<file path="src/rtl/tlb_assoc.sv">
// Fully-associative TLB with true-LRU replacement, miss/refill handshake and global flush.
// Optional hit/miss performance counters are built in when TLB_PERF_CNT_EN is defined.
module tlb_assoc #(
  parameter int ENTRIES = 4,
  parameter int VA_W    = 32,
  parameter int PA_W    = 20,
  parameter int OFF_W   = 12
) (
  input  logic                  clk_i,
  input  logic                  rsn_i,
  input  logic                  supervisor_i,
  input  logic                  lookup_valid_i,
  input  logic [VA_W-1:0]       v_addr_i,
  input  logic                  write_i,
  output logic                  ready_o,
  output logic                  hit_o,
  output logic [PA_W-1:0]       p_addr_o,
  output logic                  fault_o,
  output logic                  miss_req_o,
  output logic [VA_W-OFF_W-1:0] miss_vpn_o,
  input  logic                  refill_valid_i,
  input  logic [PA_W-OFF_W-1:0] refill_ppn_i,
  input  logic                  refill_ro_i,
  input  logic                  flush_i
`ifdef TLB_PERF_CNT_EN
  ,
  output logic [31:0]           hit_cnt_o,
  output logic [31:0]           miss_cnt_o
`endif
);

  localparam int VPN_W = VA_W - OFF_W;
  localparam int PPN_W = PA_W - OFF_W;
  localparam int IDX_W = $clog2(ENTRIES);

  typedef enum logic {S_IDLE, S_MISS} state_t;

  state_t             state_q, state_d;
  logic [VPN_W-1:0]   miss_vpn_q, miss_vpn_d;
  logic [ENTRIES-1:0] valid_q, valid_d;
  logic [VPN_W-1:0]   vpn_q [ENTRIES];
  logic [PPN_W-1:0]   ppn_q [ENTRIES];
  logic               ro_q  [ENTRIES];
  logic [IDX_W-1:0]   age_q [ENTRIES];
  logic [IDX_W-1:0]   age_d [ENTRIES];

  logic [VPN_W-1:0]   va_vpn;
  logic               lookup_act;
  logic               lk_hit, rf_hit, inv_found;
  logic [IDX_W-1:0]   lk_idx, rf_idx, inv_idx, lru_idx, victim;
  logic               touch_en, wr_en;
  logic [IDX_W-1:0]   touch_idx, touch_age;

  assign va_vpn     = v_addr_i[VA_W-1:OFF_W];
  assign lookup_act = (state_q == S_IDLE) && lookup_valid_i && !supervisor_i;
  assign ready_o    = (state_q == S_IDLE);
  assign miss_req_o = (state_q == S_MISS);
  assign miss_vpn_o = miss_vpn_q;

  // Lookup match and refill victim selection
  always_comb begin
    lk_hit    = 1'b0;
    lk_idx    = '0;
    rf_hit    = 1'b0;
    rf_idx    = '0;
    inv_found = 1'b0;
    inv_idx   = '0;
    lru_idx   = '0;
    for (int unsigned i = 0; i < ENTRIES; i++) begin
      if (valid_q[i] && vpn_q[i] == va_vpn) begin
        lk_hit = 1'b1;
        lk_idx = IDX_W'(i);
      end
      if (valid_q[i] && vpn_q[i] == miss_vpn_q) begin
        rf_hit = 1'b1;
        rf_idx = IDX_W'(i);
      end
      if (age_q[i] == IDX_W'(ENTRIES - 1)) lru_idx = IDX_W'(i);
    end
    // Scan downward so the lowest invalid index wins
    for (int unsigned i = ENTRIES; i > 0; i--) begin
      if (!valid_q[i-1]) begin
        inv_found = 1'b1;
        inv_idx   = IDX_W'(i - 1);
      end
    end
    victim = rf_hit ? rf_idx : (inv_found ? inv_idx : lru_idx);
  end

  always_comb begin
    hit_o    = 1'b0;
    p_addr_o = '0;
    fault_o  = 1'b0;
    if (supervisor_i) begin
      hit_o    = 1'b1;
      p_addr_o = v_addr_i[PA_W-1:0];
    end else if (lookup_act && lk_hit) begin
      hit_o    = 1'b1;
      p_addr_o = {ppn_q[lk_idx], v_addr_i[OFF_W-1:0]};
      fault_o  = write_i && ro_q[lk_idx];
    end
  end

  always_comb begin
    state_d    = state_q;
    miss_vpn_d = miss_vpn_q;
    valid_d    = valid_q;
    touch_en   = 1'b0;
    touch_idx  = lk_idx;
    wr_en      = 1'b0;
    if (flush_i) begin
      valid_d = '0;
      state_d = S_IDLE;
    end else begin
      case (state_q)
        S_IDLE: begin
          if (lookup_act) begin
            if (lk_hit) begin
              touch_en = 1'b1;
            end else begin
              state_d    = S_MISS;
              miss_vpn_d = va_vpn;
            end
          end
        end
        S_MISS: begin
          if (refill_valid_i) begin
            wr_en           = 1'b1;
            valid_d[victim] = 1'b1;
            touch_en        = 1'b1;
            touch_idx       = victim;
            state_d         = S_IDLE;
          end
        end
        default: state_d = S_IDLE;
      endcase
    end
  end

  // Touch: entry goes to age 0, everything younger than it ages by one
  always_comb begin
    touch_age = age_q[touch_idx];
    for (int unsigned i = 0; i < ENTRIES; i++) begin
      age_d[i] = age_q[i];
      if (touch_en) begin
        if (IDX_W'(i) == touch_idx)      age_d[i] = '0;
        else if (age_q[i] < touch_age)   age_d[i] = age_q[i] + IDX_W'(1);
      end
    end
  end

  always_ff @(posedge clk_i) begin
    if (rsn_i) begin
      state_q    <= S_IDLE;
      miss_vpn_q <= '0;
      valid_q    <= '0;
      for (int unsigned i = 0; i < ENTRIES; i++) age_q[i] <= IDX_W'(i);
    end else begin
      state_q    <= state_d;
      miss_vpn_q <= miss_vpn_d;
      valid_q    <= valid_d;
      age_q      <= age_d;
    end
  end

  always_ff @(posedge clk_i) begin
    if (wr_en && !rsn_i) begin
      vpn_q[victim] <= miss_vpn_q;
      ppn_q[victim] <= refill_ppn_i;
      ro_q[victim]  <= refill_ro_i;
    end
  end

`ifdef TLB_PERF_CNT_EN
  always_ff @(posedge clk_i) begin
    if (rsn_i) begin
      hit_cnt_o  <= '0;
      miss_cnt_o <= '0;
    end else if (lookup_act) begin
      if (lk_hit) hit_cnt_o  <= hit_cnt_o + 32'd1;
      else        miss_cnt_o <= miss_cnt_o + 32'd1;
    end
  end
`endif

endmodule

</file>
<file path="config.mk">
export PLATFORM = sky130hd
export DESIGN_NAME = tlb_assoc
export DESIGN_NICKNAME = d
export VERILOG_FILES = /design/src/rtl/tlb_assoc.sv
export SDC_FILE = /design/constraint.sdc
export NUM_CORES = 1
export LEC_CHECK = 0
export CAP_MARGIN = 10
export CORE_ASPECT_RATIO = 0.6
export CORE_MARGIN = 4
export CORE_UTILIZATION = 61
export CTS_CLUSTER_DIAMETER = 30
export CTS_CLUSTER_SIZE = 25
export DETAILED_ROUTE_END_ITERATION = 10
export HOLD_SLACK_MARGIN = 0.06
export PLACE_DENSITY = 0.95
export SLEW_MARGIN = 25
export SYNTH_ARGS = -nofsm -noshare
export SYNTH_HDL_FRONTEND = slang
export SYNTH_SLANG_ARGS = --single-unit
</file>
<file path="constraint.sdc">
create_clock -name clk_i -period 8.43 [get_ports clk_i]
set_input_delay 1.2645 -clock clk_i [delete_from_list [all_inputs] [get_ports clk_i]]
set_output_delay 1.2645 -clock clk_i [all_outputs]
set_load 0.05 [all_outputs]
</file>
==> impl_metrics.yaml, run 1 <==
routing:
  drt_pass_1_iters: 5
  detail_route.wl_per_cell_um: 25.6
  starting_drc_count_in_detailed_routing: 695
  route.antenna.remaining_nets: 0
  wl_um: 23100
  routed_via_density: 6.32
  vias: 5716
  drc: 0
timing:
  timing.final.max_slew_violations: 0
  hold_slack_ps: 474
  rsz0062_at_grt: "false"
  finalClockSkew_ps: 16.0
  timing.setup.tns_ps: 0
  finalHoldViolations: 0
  final-setup-viol-count: 0
  final_min_period_over_clock_period: 0.821
  fmaxAchievable_ghz: 0.145
  tightest_slew_ps: 797
  post-route-min-period_ps: 6920
  slew_headroom: 0.467
synthesis:
  yosys.area.top_type_share: 0.443
  fraction_of_registers_with_async_set_or_reset_after_synthesis: 0
  syn_inst: 664
  post_synth_num_cell_types: 69
  post_synth.cell_area_avg_um2: 11.8
  synth-seq-cells: 149
  synth-edff-count: 116
  synth_seq_area_share: 0.527
  post_synth_main_area_contributors: "sky130_fd_sc_hd__edfxtp_1 (44%), sky130_fd_sc_hd__xnor2_1 (11%), sky130_fd_sc_hd__dfxtp_1 (8.4%)"
  synth_largest_area_cell: "sky130_fd_sc_hd__edfxtp_1"
  synth.net_count: 715
  yosysWarnings: 0
  synth-main-ff-cell: "sky130_fd_sc_hd__edfxtp_1"
  syn-cell-area_mm2: 0.00786
clock_tree:
  clk_pin_slew_worst_paths_ps: 70
  cts.sink_count: 149
  clockBufferDepth: 2
  cts.hold.buffers_added: 0
  cts.htree.levels: 4
  cts.root.buffer_cell: "sky130_fd_sc_hd__clkbuf_16"
  post_cts.repair.setup_buffers: 0
  cts_repair_resize_count: 0
  tritoncts: "yes"
  inserted_clock_buffers: 17
  worst_skew_pair.late_latency_ps: 430
floorplanning:
  die_height_um: 95.9
  floorplan.die_area_mm2: 0.0148
  die_x_um: 155
  std_cell_rows: 31
  coreArea_mm2: 0.0123
  initial_core_util: 0.637
  top_level_ports: 92
cells_and_area:
  synthesis_to_finish_area_growth_pct: 18.7
  most_used_cells_in_the_layout_excluding_fill_and_tap_cells: "sky130_fd_sc_hd__edfxtp_1 (116), sky130_fd_sc_hd__xnor2_1 (99), sky130_fd_sc_hd__clkdlybuf4s50_1 (91), sky130_fd_sc_hd__xor2_1 (61), sky130_fd_sc_hd__nor2_1 (39)"
  layout.nets: 778
  antennaDiodeCount: 0
  final_cell_area_mm2: 0.00933
  mostFrequentLayoutCell: "sky130_fd_sc_hd__edfxtp_1"
  ratio_of_cells_with_drive_above_1_in_the_final_layout: 0.0919
grt:
  antenna_found_initial: 0
  first_pass_grt_wire_length_um: 34200
  first_global_vias: 5629
  grt.total_usage: 0.316
  grt_max_degree: 31
  grt.overflow.total: 0
power_and_ir_drop:
  power_density_mw_per_mm2: 186
  pwr_total_w: 0.00173
  ir_drop_uv: 141
  power.static_leakage_nw: 3.32
critical_path:
  critPathArrivalTime_ps: 5660
  crit_path_start_kind: "input port"
  setup.worst_path.end_class: "output pin"
  worst-r2r-setup-slack_ps: 3690
  slowest_stage: "sky130_fd_sc_hd__clkdlybuf4s50_1"
  cp_top_family: "simple AND/OR/NAND/NOR gates"
  number_of_buffer_and_inverter_instances_along_the_worst_setup_path: 2
  worstPathMaxFanout: 18
  cp_data_required_time_ps: 7170
  setup.worst_path.class: "in2out"
  cp_cell_sequence: "clkdlybuf4s50_1 -> xnor2_1 -> nand4_1 -> nor4b_1 -> nor4b_1 -> nand4_1 -> or3b_2 -> nand2_1 -> o21ai_0 -> clkdlybuf4s50_1"
  worst_path_largest_cell_delay_ps: 860
place:
  buffer_ports.inserted: 91
  detailed_place.area_mm2: 0.00874
  routabilityCongestion: 0.998
  post_dp_hpwl_um: 16400
flow_run:
  max_cap_viol_count: 0
hold_path:
  hold_class: "reg2reg"
outcome:
  status: "complete, no violations"
==> synthesized netlist by cell type (all sizes together), types with 2 or more instances <==
| cell type | instances |
|---|---|
| nor3 | 5 |
| a21oi | 14 |
| nor2 | 39 |
| mux4 | 2 |
| mux2 | 3 |
| or2 | 2 |
| and3 | 2 |
| xor2 | 61 |
| clkbuf | 45 |
| or3 | 2 |
| nand2 | 23 |
| inv | 11 |
| o21ai | 18 |
| nor4b | 7 |
| and2 | 4 |
| nand3 | 8 |
| nor2b | 15 |
| nand4 | 32 |
| or3b | 3 |
| a221oi | 3 |
| nor4 | 22 |
| ha | 3 |
| a31oi | 6 |
| mux2i | 36 |
| dfxtp | 33 |
| buf | 9 |
| edfxtp | 116 |
| or4 | 2 |
| and4 | 3 |
| nand2b | 6 |
| xnor2 | 99 |
| a21o | 5 |
| a2111oi | 2 |
==> power breakdown <==
group	total, W	leakage [nW]	internal [W]	switching (W)
clock network	0.000761	0.284	0.000397	0.000364
logic	0.000163	1.72	0.0000647	0.0000983
registers	0.000807	1.33	0.000792	0.0000151
total	0.00173	3.32	0.00125	0.000477
==> worst reg2reg max path, stage by stage (launching register included) <==
cell and delay (ps):
sky130_fd_sc_hd__edfxtp_1 430, sky130_fd_sc_hd__xnor2_1 470, sky130_fd_sc_hd__nand4_1 160, sky130_fd_sc_hd__nor4_1 540, sky130_fd_sc_hd__nand4_1 730, sky130_fd_sc_hd__o211a_4 430, sky130_fd_sc_hd__a31oi_4 370, sky130_fd_sc_hd__mux4_2 670
sky130_fd_sc_hd__o21ai_0 480, sky130_fd_sc_hd__a21oi_1 80, sky130_fd_sc_hd__o221a_2 260
==> registers in the layout (all words and copies together), names as in the netlist <==
signal,flops
miss_vpn_o,20
ro_q,4
miss_req_o,1
age_q,8
ppn_q,32
valid_q,4
vpn_q,80
==> stage by stage <==
stage          instances  utilization  setup WS (ps)
2_1_floorplan        664            -           2710
3_3_place_gp         873        0.709           1810
3_5_place_dp         873        0.709           1490
4_1_cts              905        0.756           1470
5_1_grt              905        0.756           1290
6_report             905        0.756           1510
==> area by class of cell <==
| cell class | count | area (um2) |
|---|---|---|
| flip-flops and latches | 149 | 4140 |
| fillers | 782 | 3010 |
| multi-input cells | 450 | 3390 |
| clock inverters | 15 | 155 |
| inverters | 11 | 41.3 |
| repair buffers | 98 | 963 |
| clock buffers | 17 | 425 |
| well taps | 165 | 206 |
==> routing by layer <==
layer / up-vias / part of all wire / track usage / wire [um]
li1: 2509 / - / - / -
met1: 2799 / 0.41 / 0.438 / 9430
met2: 368 / 0.44 / 0.471 / 10200
met3: 40 / 0.13 / 0.123 / 3120
met4: 0 / 0.015 / 0.0786 / 346
met5: - / 0 / 0 / 0
==> final timing paths <==
kind | startpoint | to | depth (start not counted)
setup reg to reg | vpn_q[3][13] | age_q[6] | 10
hold reg to reg | valid_q[0] | valid_q[0] | 1
hold / removal | valid_q[0] | valid_q[0] | 1
setup / recovery | v_addr_i[28] | p_addr_o[14] | 10
==> kinds of logic after synthesis <==
group,Yosys count,share of synthesized area
compound gates,65,0.0594
xor+xnor,160,0.178
fa+ha+maj,4,0.00605
buf+inv,65,0.0438
flops,149,0.527
mux,41,0.0559
simple gates,180,0.129
Power figures use the tool's default switching activity.
==> inputs of run 2 (changes only) <==
CORE_UTILIZATION = 51   (was 61)
PLACE_DENSITY = 0.88   (was 0.95)
clock period = 5.5 ns   (was 8.43 ns; I/O delays follow)
==> run 2 against run 1 <==
- register-to-register slack got worse by 2300 ps
- routed wire length fell by 2.0%
- clock power up 52%
- first-iteration DRC count down 3.7%
- clock-buffer cell count stayed put
- sequential share of layout area decreased by 1.6 points
- sequential cell count did not move
- via count shrank 1.5%
- design area up 3.8%
- critical path type unchanged
- largest cell class unchanged
==> impl_metrics.yaml, run 2 (synthesized netlist as in run 1, its figures left out) <==
routing:
  drc: 0
  route.antenna.remaining_nets: 0
  starting_drc_count_in_detailed_routing: 669
  routed_via_density: 5.95
  wl_um: 22700
  vias: 5630
  drt_pass_1_iters: 9
  detail_route.wl_per_cell_um: 24.0
power_and_ir_drop:
  share_clk_of_total_power: 0.434
  internal_power_w: 0.00194
  pwr_total_w: 0.00267
  power_density_mw_per_mm2: 276
  seqPwrFrac: 0.464
  ir_drop_uv: 179
  switching_share: 0.272
  logic_gate_share_of_total_power: 0.102
  power.static_leakage_nw: 3.49
  p_switching_w: 0.000726
critical_path:
  worst-r2r-setup-slack_ps: 1430
  number_of_buffer_and_inverter_instances_along_the_worst_setup_path: 2
  setup.worst_path.end_class: "output pin"
  worst_path_largest_cell_delay_ps: 650
  slowest_stage: "sky130_fd_sc_hd__clkdlybuf4s50_1"
  setup.worst_path.class: "in2out"
  critPathArrivalTime_ps: 4340
  cp_top_family: "simple AND/OR/NAND/NOR gates"
  cp_data_required_time_ps: 4680
  worstPathMaxFanout: 9
  cp_cell_sequence: "clkdlybuf4s50_1 -> xnor2_1 -> nand2_1 -> or3b_2 -> nor4_1 -> and4_1 -> or3b_2 -> nand2_1 -> o21ai_0 -> buf_12"
  crit_path_start_kind: "input port"
floorplanning:
  initial_core_util: 0.531
  die_x_um: 168
  die_height_um: 104
  floorplan.die_area_mm2: 0.0175
  std_cell_rows: 34
  top_level_ports: 92
  coreArea_mm2: 0.0148
cells_and_area:
  max_reg_flops: 80
  most_used_cells_in_the_layout_excluding_fill_and_tap_cells: "sky130_fd_sc_hd__edfxtp_1 (116), sky130_fd_sc_hd__xnor2_1 (99), sky130_fd_sc_hd__clkdlybuf4s50_1 (69), sky130_fd_sc_hd__xor2_1 (61), sky130_fd_sc_hd__nor2_1 (39)"
  final_cell_area_mm2: 0.00968
  layout.nets: 786
  ratio_of_cells_with_drive_above_1_in_the_final_layout: 0.131
  antennaDiodeCount: 0
  synthesis_to_finish_area_growth_pct: 23.2
  mostFrequentLayoutCell: "sky130_fd_sc_hd__edfxtp_1"
  postLayoutCoreUtil: 0.654
  top_register: "vpn_q"
timing:
  tightest_slew_ps: 810
  slew_headroom: 0.458
  timing.setup.tns_ps: 0
  fmaxAchievable_ghz: 0.194
  final-setup-viol-count: 0
  rsz0062_at_grt: "false"
  post-route-min-period_ps: 5160
  finalClockSkew_ps: 12.3
  fin_ws_ps: 338
  timing.final.max_slew_violations: 0
  final_min_period_over_clock_period: 0.939
  finalHoldViolations: 0
clock_tree:
  cts.hold.buffers_added: 0
  worst_skew_pair.late_latency_ps: 430
  cts.htree.levels: 4
  tritoncts: "yes"
  cts.root.buffer_cell: "sky130_fd_sc_hd__clkbuf_16"
  inserted_clock_buffers: 17
  post_cts.repair.setup_buffers: 0
  cts.sink_count: 149
  clockBufferDepth: 2
  cts_repair_resize_count: 0
  clk_pin_slew_worst_paths_ps: 70
grt:
  first_pass_grt_wire_length_um: 34100
  grt.total_usage: 0.259
  grt.overflow.total: 0
  grt_max_degree: 31
  first_global_vias: 5536
  antenna_found_initial: 0
outcome:
  status: "complete, no violations"
place:
  post_dp_hpwl_um: 16500
  detailed_place.area_mm2: 0.00908
  preCtsSetupSlack_ps: 542
  routabilityCongestion: 1.01
  buffer_ports.inserted: 91
hold_path:
  hold_class: "reg2reg"
flow_run:
  max_cap_viol_count: 0
run 2: area by class of cell:
cell class / instances / area [um2]
Clock inverter: 15 / 168
Sequential cell: 149 / 4140
Multi-Input combinational cell: 450 / 3410
Inverter: 11 / 41.3
Tap cell: 198 / 248
Fill cell: 1137 / 5120
Timing Repair Buffer: 106 / 1240
Clock buffer: 17 / 425
run 2: final timing paths:
check / from / cells past startpoint / to
setup / recovery: v_addr_i[14] / 10 / p_addr_o[13]
hold / removal: valid_q[0] / 1 / valid_q[0]
setup reg to reg: miss_vpn_o[16] / 10 / age_q[6]
hold reg to reg: valid_q[0] / 1 / valid_q[0]
run 2: routing by layer:
layer,share of wire,global-route usage,wire [um]
met1,0.45,0.390,10100
met2,0.42,0.359,9460
met3,0.13,0.0889,2850
met4,0.011,0.0585,259
met5,0,0,0
run 2: power by group through the flow:
stage               Clock (W)  Sequential [W]  Combinational, W
floorplan                   0         0.00126          0.000146
global placement            0         0.00126          0.000265
detailed placement          0         0.00126          0.000268
CTS                   0.00116         0.00124          0.000270
global route          0.00121         0.00124          0.000286
finish                0.00116         0.00124          0.000273
run 2: per-stage QoR:
stage	hold WS (ps)	std cells
final	461	946
after global routing	491	946
after CTS	459	946
after detailed placement	444	914
after global placement	437	914
after floorplan	427	664
==> RTL edit (config.mk and constraints of run 1) <==
`ENTRIES`: 4 -> 8.
--- a/src/rtl/tlb_assoc.sv
+++ b/src/rtl/tlb_assoc.sv
@@ -1,7 +1,7 @@
 // Fully-associative TLB with true-LRU replacement, miss/refill handshake and global flush.
 // Optional hit/miss performance counters are built in when TLB_PERF_CNT_EN is defined.
 module tlb_assoc #(
-  parameter int ENTRIES = 4,
+  parameter int ENTRIES = 8,
   parameter int VA_W    = 32,
   parameter int PA_W    = 20,
   parameter int OFF_W   = 12
Behaviour: no difference found for any inputs over 4 cycles, from zero or initial values; that may be too few to reach the edited logic, so the function may still have changed.
==> RTL edit against run 1 <==
Sequential cell count up 136. Final area up 98%. Synthesized cell count up 99%. Count of clock-buffer cells in the layout up 29. Area after synthesis up 97%. Non-clock buffer count up 46. Total power up 110%. Setup slack worse by 850 ps. Wire length up 130%. Sequential power up 90%.
==> RTL edit: results (changes against run 1) <==
Most area-consuming cells after synthesis: sky130_fd_sc_hd__edfxtp_1, sky130_fd_sc_hd__xnor2_1, sky130_fd_sc_hd__dfxtp_1 (unchanged). The number of flops mapped to enable cells by yosys came out at 232 (was 116). The number of global-route vias before repair came to 11200 (was 5629). The number of nets in the synthesized netlist is 1391 (was 715). Most numerous cell types in the synthesized netlist: sky130_fd_sc_hd__xnor2_1, sky130_fd_sc_hd__edfxtp_1, sky130_fd_sc_hd__xor2_1, sky130_fd_sc_hd__nand4_1, sky130_fd_sc_hd__nand2_1 (was sky130_fd_sc_hd__edfxtp_1, sky130_fd_sc_hd__xnor2_1, sky130_fd_sc_hd__xor2_1, sky130_fd_sc_hd__clkbuf_1, sky130_fd_sc_hd__nor2_1).

Outcome: finished clean (unchanged). The final weighted congestion in routability-driven placement is 1.04 (was 0.998). The clock latency on the worst-skew pair is 550 ps (was 430 ps). The post-route worst hold slack is 513 ps (was 474 ps). The fill cell instance count of the final layout came to 1570 (was 782). The detailed router's first-iteration violation count is 1905 (was 695). The number of buffers on the longest clock path came out at 3 (was 2). The startpoint of the lowest-slack hold path is age_q[23]$_SDFFE_PP0P_ (was valid_q[0]$_SDFFE_PP0P_).

The data arrival time of the critical path is 6500 ps (was 5660 ps). The maximum VDD drop came to 0.187 mV (was 0.141 mV). The global-route wire length before repair is 76400 µm (was 34200 µm). The highest fanout seen on the critical path came to 34 (was 18). The part of the power in registers came out at 42.3% (was 46.6%).

The number of unique standard cell types used by synthesis came to 83 (was 69). The sequential area share after synthesis came to 51.7% (was 52.7%). The leakage power summed over all cells came out at 6.39 nW (was 3.32 nW). The fraction of final layout cells with drive strength greater than 1 is 12.7% (was 9.19%). The synthesized netlist cell count is 1320 (was 664).

The number of buffers inserted during clock tree synthesis is 42 (was 17). The slew of the pin with the lowest slew margin came to 1140 ps (was 797 ps). The maximum number of pins on one net before global-route repair came out at 46 (was 31).
RTL edit: cell types whose count changed in the layout (fill, tap and decap cells not counted), moves of 13 or more:
cell	change
sky130_fd_sc_hd__xnor2_1	+139
sky130_fd_sc_hd__edfxtp_1	+116
sky130_fd_sc_hd__nand2_1	+52
sky130_fd_sc_hd__nand4_1	+46
sky130_fd_sc_hd__buf_4	+39
sky130_fd_sc_hd__clkbuf_16	+26
sky130_fd_sc_hd__xor2_1	+22
sky130_fd_sc_hd__nand3_1	+21
sky130_fd_sc_hd__dfxtp_1	+20
sky130_fd_sc_hd__ha_1	+20
sky130_fd_sc_hd__nor4_1	+19
sky130_fd_sc_hd__nor2_1	+16
sky130_fd_sc_hd__mux2_2	+15
sky130_fd_sc_hd__o211ai_1	+13
RTL edit: kinds of logic (layout without fill, tap and decap cells):
kind of cell             Yosys count  after routing  synth area share (%)
flip-flops                       285            285                  51.7
adder cells (fa/ha/maj)           23             23                  1.86
AO/OA/AOI/OAI                    158            158                  7.69
AND/OR/NAND/NOR                  379            379                  13.3
buffers and inverters             89            244                  2.74
multiplexers                      65             65                  4.50
XOR/XNOR                         321            321                  18.1
RTL edit: metal layers:
| metal | share of wire [%] | vias up | GRT usage, % | routed length (µm) |
|---|---|---|---|---|
| met3 | 18 | 99 | 21.0 | 9700 |
| met1 | 40 | 5966 | 54.4 | 21400 |
| li1 | - | 5144 | - | - |
| met2 | 39 | 906 | 47.9 | 20800 |
| met4 | 1.9 | 0 | 7.42 | 1000 |
| met5 | 0 | - | 0 | 0 |
RTL edit: worst max-delay path: cells and delay by family:
kind,cells,cell delay [ps]
xor gates and xnor gates,1,600
muxes,1,430
AOI/OAI and AO/OA,4,1470
and+or+nand+nor,4,1100
buffers and inverters,2,1580
RTL edit: how the worst max path moves through the flow:
stage | start | end | depth (start not counted)
after floorplan | v_addr_i[24] | fault_o | 11
after global placement | v_addr_i[15] | p_addr_o[17] | 12
after detailed placement | v_addr_i[15] | p_addr_o[13] | 12
after CTS | v_addr_i[15] | p_addr_o[16] | 12
after global routing | v_addr_i[15] | p_addr_o[16] | 12
final | v_addr_i[15] | p_addr_o[16] | 12
RTL edit: layout make-up:
cell class	count	area, µm²	share of cell area (%)
clock buffers	46	1100	5.93
clock inverters	31	363	1.96
inverters	23	86.3	0.466
multi-input cells	946	7130	38.5
flip-flops and latches	285	8030	43.4
well taps	322	403	2.18
repair buffers	144	1410	7.60
RTL edit: per-stage QoR:
step           setup WS (ps)  cell area (µm²)
2_1_floorplan           2420            15500
3_3_place_gp            1000            16900
3_5_place_dp             984            17000
4_1_cts                  863            18400
5_1_grt                  565            18500
6_report                 665            18500
